`src/rtl/fp8_output_packer_if.sv`:
```
// Byte-in / word-out stream bundle for the FP8 output packer.
interface fp8_output_packer_if #(
  parameter int unsigned LANES = 4
);
  logic               in_valid;
  logic               in_ready;
  logic [7:0]         in_fp8;
  logic               in_last;
  logic               out_valid;
  logic               out_ready;
  logic [8*LANES-1:0] out_data;
  logic [LANES-1:0]   out_keep;
  logic               out_last;

  // Environment side: produces bytes, consumes words.
  modport master (
    output in_valid, in_fp8, in_last, out_ready,
    input  in_ready, out_valid, out_data, out_keep, out_last
  );

  // Packer side: consumes bytes, produces words.
  modport slave (
    input  in_valid, in_fp8, in_last, out_ready,
    output in_ready, out_valid, out_data, out_keep, out_last
  );
endinterface

```
`src/rtl/fp8_output_packer.sv`:
```
// Packs a stream of FP8 bytes into LANES-wide words, buffers completed words in a
// small FIFO and counts Inf/NaN encodings seen on accepted bytes.
module fp8_output_packer #(
  parameter int unsigned LANES      = 4,
  parameter int unsigned FIFO_DEPTH = 2,
  parameter int unsigned CNT_W      = 16
) (
  input  logic                  clk,
  input  logic                  rst_n,
  fp8_output_packer_if.slave    bus,
  input  logic                  cnt_clr,
  output logic [CNT_W-1:0]      inf_cnt,
  output logic [CNT_W-1:0]      nan_cnt
);

  localparam int unsigned IDX_W  = (LANES > 1) ? $clog2(LANES) : 1;
  localparam int unsigned PTR_W  = $clog2(FIFO_DEPTH);
  localparam int unsigned CNT_FW = $clog2(FIFO_DEPTH + 1);
  localparam int unsigned DATA_W = 8 * LANES;

  typedef struct packed {
    logic              last;
    logic [LANES-1:0]  keep;
    logic [DATA_W-1:0] data;
  } word_t;

  // State
  logic [IDX_W-1:0]  lane_idx;
  logic [DATA_W-1:0] asm_data;
  word_t             mem [FIFO_DEPTH];
  logic [PTR_W-1:0]  wr_ptr;
  logic [PTR_W-1:0]  rd_ptr;
  logic [CNT_FW-1:0] count;
  logic              in_ready_q;
  logic              out_valid_q;
  word_t             out_word_q;
  logic [CNT_W-1:0]  inf_cnt_q;
  logic [CNT_W-1:0]  nan_cnt_q;

  // Next-state
  logic              accept;
  logic              pop;
  logic              commit;
  logic [DATA_W-1:0] asm_word;
  logic [LANES-1:0]  push_keep;
  word_t             push_word;
  word_t             mem_n [FIFO_DEPTH];
  logic [PTR_W-1:0]  wr_ptr_n;
  logic [PTR_W-1:0]  rd_ptr_n;
  logic [CNT_FW-1:0] count_n;
  logic              is_inf;
  logic              is_nan;

  // Handshakes, word assembly and FIFO next state; output word is the next FIFO head.
  always_comb begin
    accept    = bus.in_valid && in_ready_q;
    pop       = out_valid_q && bus.out_ready;
    asm_word  = asm_data;
    asm_word[{lane_idx, 3'b000} +: 8] = bus.in_fp8;
    commit    = accept && (bus.in_last || (lane_idx == IDX_W'(LANES - 1)));
    push_keep = '0;
    for (int unsigned k = 0; k < LANES; k++) begin
      push_keep[k] = (IDX_W'(k) <= lane_idx);
    end
    push_word.last = bus.in_last;
    push_word.keep = push_keep;
    push_word.data = asm_word;

    mem_n = mem;
    if (commit) begin
      mem_n[wr_ptr] = push_word;
    end
    wr_ptr_n = commit ? (wr_ptr + PTR_W'(1)) : wr_ptr;
    rd_ptr_n = pop    ? (rd_ptr + PTR_W'(1)) : rd_ptr;
    count_n  = count + CNT_FW'(commit) - CNT_FW'(pop);

    is_inf = (bus.in_fp8[6:3] == 4'hF) && (bus.in_fp8[2:0] == 3'b000);
    is_nan = (bus.in_fp8[6:3] == 4'hF) && (bus.in_fp8[2:0] != 3'b000);
  end

  // Assembly register and lane index; a committed word restarts at lane 0.
  always_ff @(posedge clk or negedge rst_n) begin
    if (!rst_n) begin
      lane_idx <= '0;
      asm_data <= '0;
    end else if (commit) begin
      lane_idx <= '0;
      asm_data <= '0;
    end else if (accept) begin
      lane_idx <= lane_idx + IDX_W'(1);
      asm_data <= asm_word;
    end
  end

  // FIFO storage, pointers, flags and registered head word.
  always_ff @(posedge clk or negedge rst_n) begin
    if (!rst_n) begin
      for (int unsigned i = 0; i < FIFO_DEPTH; i++) begin
        mem[i] <= '0;
      end
      wr_ptr      <= '0;
      rd_ptr      <= '0;
      count       <= '0;
      in_ready_q  <= 1'b0;
      out_valid_q <= 1'b0;
      out_word_q  <= '0;
    end else begin
      mem         <= mem_n;
      wr_ptr      <= wr_ptr_n;
      rd_ptr      <= rd_ptr_n;
      count       <= count_n;
      in_ready_q  <= (count_n != CNT_FW'(FIFO_DEPTH));
      out_valid_q <= (count_n != '0);
      out_word_q  <= (count_n != '0) ? mem_n[rd_ptr_n] : '0;
    end
  end

  // Saturating Inf/NaN counters; clear wins over a same-cycle increment.
  always_ff @(posedge clk or negedge rst_n) begin
    if (!rst_n) begin
      inf_cnt_q <= '0;
      nan_cnt_q <= '0;
    end else if (cnt_clr) begin
      inf_cnt_q <= '0;
      nan_cnt_q <= '0;
    end else begin
      if (accept && is_inf && (inf_cnt_q != '1)) begin
        inf_cnt_q <= inf_cnt_q + CNT_W'(1);
      end
      if (accept && is_nan && (nan_cnt_q != '1)) begin
        nan_cnt_q <= nan_cnt_q + CNT_W'(1);
      end
    end
  end

  assign bus.in_ready  = in_ready_q;
  assign bus.out_valid = out_valid_q;
  assign bus.out_data  = out_word_q.data;
  assign bus.out_keep  = out_word_q.keep;
  assign bus.out_last  = out_word_q.last;
  assign inf_cnt       = inf_cnt_q;
  assign nan_cnt       = nan_cnt_q;

endmodule
```
`src/flat_wrapper.sv`:
```
// flat-port wrapper written by rule: the top's interface ports become plain ports
module fp8_output_packer_flat 
#(
  parameter int unsigned LANES      = 4,
  parameter int unsigned FIFO_DEPTH = 2,
  parameter int unsigned CNT_W      = 16
)
  (clk, rst_n, cnt_clr, inf_cnt, nan_cnt, bus_in_valid, bus_in_fp8, bus_in_last, bus_out_ready, bus_in_ready, bus_out_valid, bus_out_data, bus_out_keep, bus_out_last);
  fp8_output_packer_if #(.LANES(LANES)) bus_i ();
  input  logic clk;
  input  logic rst_n;
  input  logic cnt_clr;
  output logic [CNT_W-1:0] inf_cnt;
  output logic [CNT_W-1:0] nan_cnt;
  input wire logic [$bits(bus_i.in_valid)-1:0] bus_in_valid;
  input wire logic [$bits(bus_i.in_fp8)-1:0] bus_in_fp8;
  input wire logic [$bits(bus_i.in_last)-1:0] bus_in_last;
  input wire logic [$bits(bus_i.out_ready)-1:0] bus_out_ready;
  output wire logic [$bits(bus_i.in_ready)-1:0] bus_in_ready;
  output wire logic [$bits(bus_i.out_valid)-1:0] bus_out_valid;
  output wire logic [$bits(bus_i.out_data)-1:0] bus_out_data;
  output wire logic [$bits(bus_i.out_keep)-1:0] bus_out_keep;
  output wire logic [$bits(bus_i.out_last)-1:0] bus_out_last;
  assign bus_i.in_valid = bus_in_valid;
  assign bus_i.in_fp8 = bus_in_fp8;
  assign bus_i.in_last = bus_in_last;
  assign bus_i.out_ready = bus_out_ready;
  assign bus_in_ready = bus_i.in_ready;
  assign bus_out_valid = bus_i.out_valid;
  assign bus_out_data = bus_i.out_data;
  assign bus_out_keep = bus_i.out_keep;
  assign bus_out_last = bus_i.out_last;
  fp8_output_packer #(.LANES(LANES), .FIFO_DEPTH(FIFO_DEPTH), .CNT_W(CNT_W)) u_core (.clk(clk), .rst_n(rst_n), .bus(bus_i), .cnt_clr(cnt_clr), .inf_cnt(inf_cnt), .nan_cnt(nan_cnt));
endmodule
```
`config.mk`:
```
export PLATFORM = sky130hd
export DESIGN_NAME = fp8_output_packer_flat
export DESIGN_NICKNAME = d
export VERILOG_FILES = /design/src/rtl/fp8_output_packer_if.sv /design/src/rtl/fp8_output_packer.sv /design/src/flat_wrapper.sv
export SDC_FILE = /design/constraint.sdc
export NUM_CORES = 1
export LEC_CHECK = 0
export ABC_AREA = 1
export CAP_MARGIN = 15
export CORE_MARGIN = 5
export CORE_UTILIZATION = 57
export DETAILED_ROUTE_END_ITERATION = 12
export GPL_TIMING_DRIVEN = 0
export PLACE_DENSITY = 0.8
export SLEW_MARGIN = 20
export SYNTH_ARGS = -nofsm -noshare
export SYNTH_HDL_FRONTEND = slang
export SYNTH_SLANG_ARGS = --single-unit
```
`constraint.sdc`:
```
create_clock -name clk -period 2.31 [get_ports clk]
set_input_delay 0.693 -clock clk [delete_from_list [all_inputs] [get_ports clk]]
set_output_delay 0.693 -clock clk [all_outputs]
set_load 0.1 [all_outputs]
```
==> impl_results.md, run 1 <==
- Port Buffers: 84
- Status: complete, no violations
- Share of layout cells above drive strength 1: 15.7%
- Clock latency on the worst-skew pair: 0.43 ns
- CP Max Fanout: 1
- Post-synth EDFFs: 0
- Mean Syn Cell Area: 8.32 um2
- Most frequent cells in the layout: 412 x nand2_1, 180 x dfrtp_1, 103 x nor2_1
- Total grt overflow: 0
- Reported max-cap violation count: 0
- Crit start category: register
- Post-synthesis mux area share: 0%
- Initial drt markers: 720
- Sink Count: about 180
- Die extent in y: 133 um
- CTS buffer count: 17
- FP Rows: 44
- Vias in the first global route: 7052
- Antenna diodes: 0
- Final net count: between 1000 and 1500
- GP Congestion: approximately 1.0
- Leak: 0.00538 uW
- Final Cycle Share: between 90% and 100%
- Floorplan core area: 14600 um2
- Die Area: 17600 um2
- Register bit total from synthesis: 183
- Worst hold margin: ~0.11 ns
- Initial antenna violation count: 0
- Overall Power: 13400 uW
- DR vias: about 7400
- Pwr Density: 1270 nW/um2
- Cell family with most CP delay: buffers and inverters
- Mapped cell area: 8570 um2
- Final wirelength: 21.1 mm
- Worst Setup End Kind: output port
- RSZ-0062 raised after global routing: no
- Syn nets: 1055
- Detailed Place HPWL: 14.5 mm
- Crit path required time: between 1.5 and 2 ns
- Synthesis-to-finish area growth: 23.0%
- Hold Vio Cnt, Final: 0
- Initial core utilization: 58.5%
- Critical path data arrival time: 1.59 ns
- CTS tree: done
- Post-Synth Simple-Gate Area: roughly a third
- Post-synthesis instance total: 1030
- Post-route insts no fill: 1339
- Crit path max-delay cell type: dlygate4sd2_1
- Commonest non-fill, non-tap cell in the layout: nand2_1
- Gr usage total: 24.4%
- First-pass GRT wire length: 35.1 mm
- Sequential area share after synthesis: 53.4%
- CTS hold repair buffers: 0
- Pins over their slew limit: 0
- Fill cell count: ~1100
- Synth Area in Adders: 1.61%
- Yosys cell types: 33
- Die W: 133 um
- Clock Skew: between 0.01 and 0.015 ns
- Fin crit period: 2.28 ns
- XOR/XNOR Fraction of Synth Area: 1.84%
- WP buf/inv: 1
- IO Pins: 85
- Synth warn: 0
- Clock slew at reported path FFs: 0.07 ns
- Top_reg_cell synth: dfrtp_1
- Synth async-reset ratio: 100%
- Post-DRT Antenna Nets: 0
- DRT Pass-1 Iters: 5
- Maximum vdd ir drop: 0.943 mV
- Final setup vio count: 0
- Worst hold-check path type: input port to asynchronous set/reset pin
- H-tree depth: 4
- Largest family of logic cells by synthesized area: simple AND/OR/NAND/NOR gates
- Final core occ: a little under three quarters
- Routed len/inst: 15.8 um
- CP Class: register to output port
- Worst-case clock buffer depth: 2
- Post-synthesis compound-gate area fraction: under 10%
- CTS root buf: clkbuf_16
- Fmax: 438 MHz
- Relative slew margins: 36.4%
- DR vias/cell: roughly 5.5
- Largest net degree at the start of global routing: 81
- Worst-path cell chain: dlygate4sd2_1
- Post-route DRC violation count: 0
- CP max stage delay: 0.85 ns
- Placed Cells: 1300
- Actual slew at the worst max-slew pin: 0.958 ns
-- routing by layer --
layer,routed length [um],track usage (%),up-vias,share of wire (%)
met2,10200,39.8,294,48
li1,-,-,3542,-
met1,8980,33.7,3533,43
met3,1410,4.56,55,6.7
met5,0,0,-,0
met4,498,7.33,0,2.4
-- synthesized netlist by cell type, drive strengths merged, types with 4 or more instances --
library cell,number,area [um2]
a21oi,5,25.0
a22o,29,254
buf,31,178
clkbuf,10,37.5
dfrtp,183,4580
ha,11,138
inv,47,176
nand2,418,1580
nand3,67,340
nand3b,8,60.1
nand4,37,231
nor2,119,529
o21ai,22,110
o21bai,9,67.6
o22ai,4,25.0
or2,4,25.0
xor2,15,131
-- what timing repair did --
action                                  in CTS  in global routing
endpoints found under the setup margin     102                 72
setup buffers                                4                  3
gates resized for setup                    191                 65
pin swaps                                    4                  2
-- path summary, 6_finish.rpt --
path,to,cells past startpoint,slack (ns),startpoint
max in group asynchronous,u_core.asm_data[15],3,1.19,rst_n
max,bus_out_data[29],1,0.03,u_core.bus.out_data[29]
min reg2reg,u_core.mem[22],2,0.47,u_core.mem[22]
min in group clk,u_core.mem[22],2,0.47,u_core.mem[22]
min,u_core.inf_cnt[10],1,0.11,rst_n
max reg2reg,u_core.bus.out_data[4],11,0.10,u_core.lane_idx[1]
-- report_power, final --
part | internal, uW | switching, uW
combinational | 1650 | 4660
clock | 1760 | 1220
sequential | 3840 | 247
total | 7250 | 6120
-- cell families after synthesis --
kind of cell | count (synthesis)
AO/OA/AOI/OAI | 69
XOR/XNOR | 18
adder cells (fa/ha/maj) | 11
buffers and inverters | 90
flip-flops | 183
AND/OR/NAND/NOR | 659
-- state kept, by name, indices dropped and copies added (netlist names), 2 cells and up --
register	cells
u_core.mem	74
u_core.bus.out_data	32
u_core.nan_cnt	16
u_core.lane_idx	2
u_core.inf_cnt	16
u_core.count	2
u_core.bus.out_keep	4
u_core.asm_data	32
-- per-stage QoR --
| stage | worst slack (ns) | area [um2] | TNS (ns) |
|---|---|---|---|
| 2_1_floorplan | 0.0276 | 8570 | 0 |
| 3_3_place_gp | -7.56 | 9640 | -1283.23 |
| 3_5_place_dp | -0.640 | 9700 | -28.54 |
| 4_1_cts | -0.0275 | 10400 | -0.0428 |
| 5_1_grt | 0.0000967 | 10500 | 0 |
| 6_report | 0.0286 | 10500 | 0 |
-- cell type report --
class	count	area (um2)	share of cell area (%)
flip-flops and latches	183	4580	43.5
multi-input cells	757	3740	35.5
repair buffers	93	948	9.00
clock buffers	21	460	4.37
plain buffers	41	235	2.23
well taps	184	230	2.18
inverters	49	191	1.82
clock inverters	11	146	1.39
(Power assumes the default switching activity.)
==> run 2: changes to the inputs <==
Settings changed: GPL_TIMING_DRIVEN 0 to 1.
==> run 2 against run 1 <==
  * Flip-flop and latch count unchanged
  * Largest cell class unchanged
  * Worst setup slack improved by 0.066 ns
  * Critical path type is now input port to register
  * Critical endpoint is now u_core.bus.out_data[7]
  * Maximum frequency is 3.0% higher
==> impl_results.md, run 2 (synthesis gave the netlist of run 1 again) <==
- Fmax: 451 MHz
- Worst hold-check path type: input port to asynchronous set/reset pin
- CP max stage delay: 0.43 ns
- CP Max Fanout: 21
- Floorplan core area: approximately 15000 um2
- Post-route insts no fill: 1358
- Die W: 133 um
- Die Area: 17600 um2
- Max reg flops: 74
- Routed len/inst: 15.5 um
- CP Class: input port to register
- Relative slew margins: about two thirds
- Pins over their slew limit: 0
- Initial drt markers: 629
- Clock slew at reported path FFs: 0.07 ns
- Worst-case clock buffer depth: 2
- Crit path max-delay cell type: clkdlybuf4s50_1
- Crit start category: input port
- Hold Vio Cnt, Final: 0
- FP Rows: 44
- Post-route DRC violation count: 0
- Commonest non-fill, non-tap cell in the layout: nand2_1
- Reg2Reg Depth: 9
- Total grt overflow: 0
- H-tree depth: 4
- Pwr Density: 1290 nW/um2
- DRT Pass-1 Iters: 5
- Post-DRT Antenna Nets: 0
- R2R Path Start: u_core.lane_idx[1]
- CTS buffer count: 17
- GP Congestion: 0.927
- Detailed Place HPWL: 14.6 mm
- Maximum vdd ir drop: approximately 1.2 mV
- IO Pins: 85
- Critical path data arrival time: 2.53 ns
- Final core occ: 73.1%
- DR vias/cell: 5.45
- Placed Cells: 1326
- Vias in the first global route: 7218
- Fin Setup TNS: 0 ns
- Port Buffers: 84
- Post-CTS setup buffers: 0
- Final net count: roughly 1200
- Initial antenna violation count: 0
- Reg2Reg Setup Slack: about 0.16 ns
- CTS root buf: clkbuf_16
- Synthesis-to-finish area growth: 24.9%
- Initial core utilization: 58.5%
- Final setup vio count: 0
- Crit path required time: 2.62 ns
- Clock Skew: 0.00860 ns
- Final wirelength: 21.0 mm
- Most frequent cells in the layout: 412 x nand2_1, 181 x dfrtp_1, 123 x buf_4
- Most flops, register: u_core.mem
- CTS hold repair buffers: 0
- Fin crit period: ~2.2 ns
- Status: complete, no violations
- Final Cycle Share: 95.9%
- Reported max-cap violation count: 0
- Crit Reg-Reg Endpoint: u_core.bus.out_data[31]
- Worst-path cell chain: clkdlybuf4s50_1 > nand2_2 > inv_1 > ha_1 > inv_1 > ha_1 > xor2_2 > xnor2_1 > nand2_2 > buf_12 > nand2_1 > nor2_1
- Actual slew at the worst max-slew pin: a little under 0.5 ns
- Share of layout cells above drive strength 1: 17.5%
- Antenna diodes: 0
- First-pass GRT wire length: 35.5 mm
- Die extent in y: 133 um
- Largest net degree at the start of global routing: 52
- Worst Setup End Kind: register
- CTS tree: done
- Clock latency on the worst-skew pair: between 0.4 and 0.5 ns
- DR vias: between 7000 and 8000
- Leak: 0.00567 uW
- Gr usage total: 24.6%
- Sink Count: around 180
run 2: changes by cell type in the layout (fill, tap and decap cells not counted), moves of 13 or more:
cell | before | now
buf_2 | 18 | 0
clkdlybuf4s15_1 | 20 | 0
buf_4 | 13 | 123
buf_12 | 0 | 17
clkdlybuf4s15_2 | 38 | 0
clkbuf_2 | 13 | 0
run 2: metal layers:
layer  share of wire, %  vias to the layer above  global-route usage, %
li1                   -                     3571                      -
met1                 43                     3565                   33.2
met2                 50                      236                   40.5
met3                5.0                       30                   5.43
met4                1.7                        0                   7.04
met5                  0                        -                      0
run 2: what timing repair did:
item,4_1_cts,5_1_grt
endpoints found under the hold margin,0,0
resized for setup,0,4
setup endpoints to repair,0,37
run 2: metrics by stage:
step                power (uW)  hold slack [ns]  cell area (um2)  worst slack, ns
CTS                      13800            0.221            10700           0.0801
floorplan                 8540            0.397             8570           0.0276
finish                   13800            0.207            10700           0.0947
global placement         10200            0.429             9990           -0.297
detailed placement       10400            0.436             9990           -0.364
global route             14500            0.229            10700          -0.0189
run 2: report_power, final:
| part | internal [uW] | total, uW | switching (uW) |
|---|---|---|---|
| clock network | 2190 | 3420 | 1220 |
| logic | 1840 | 6250 | 4410 |
| registers | 3840 | 4100 | 257 |
| total | 7880 | 13800 | 5890 |
run 2: worst max path at each step:
stage                            from                 endpoint  slack [ns]  cells after the start
finish                  bus_out_ready   u_core.bus.out_data[7]        0.09                     12
global route            bus_out_ready  u_core.bus.out_data[12]       -0.02                     12
CTS                     bus_out_ready   u_core.bus.out_data[1]        0.08                     12
detailed placement      bus_out_ready  u_core.bus.out_data[13]       -0.36                     12
global placement        bus_out_ready  u_core.bus.out_data[21]       -0.30                     12
floorplan           u_core.inf_cnt[0]       u_core.inf_cnt[14]        0.03                     10
run 2: worst max-delay path, delay by kind of cell:
family | cells | cell delay, ns
AND/OR/NAND/NOR | 4 | 0.34
XOR/XNOR | 2 | 0.33
adder cells (fa/ha/maj) | 2 | 0.46
buffers and inverters | 4 | 0.69
run 2: cell type report:
class | instances | area, um2
Clock inverter | 13 | 249
Inverter | 49 | 184
Multi-Input combinational cell | 757 | 3610
Tap cell | 184 | 230
Fill cell | 1059 | 3940
Clock buffer | 19 | 453
Timing Repair Buffer | 153 | 1400
Sequential cell | 183 | 4580
==> run 3: changes to the inputs <==
Settings changed: CAP_MARGIN 15 to 20.
==> results of run 3 <==
The final DEF is identical to that of run 2; final timing and power are the same.
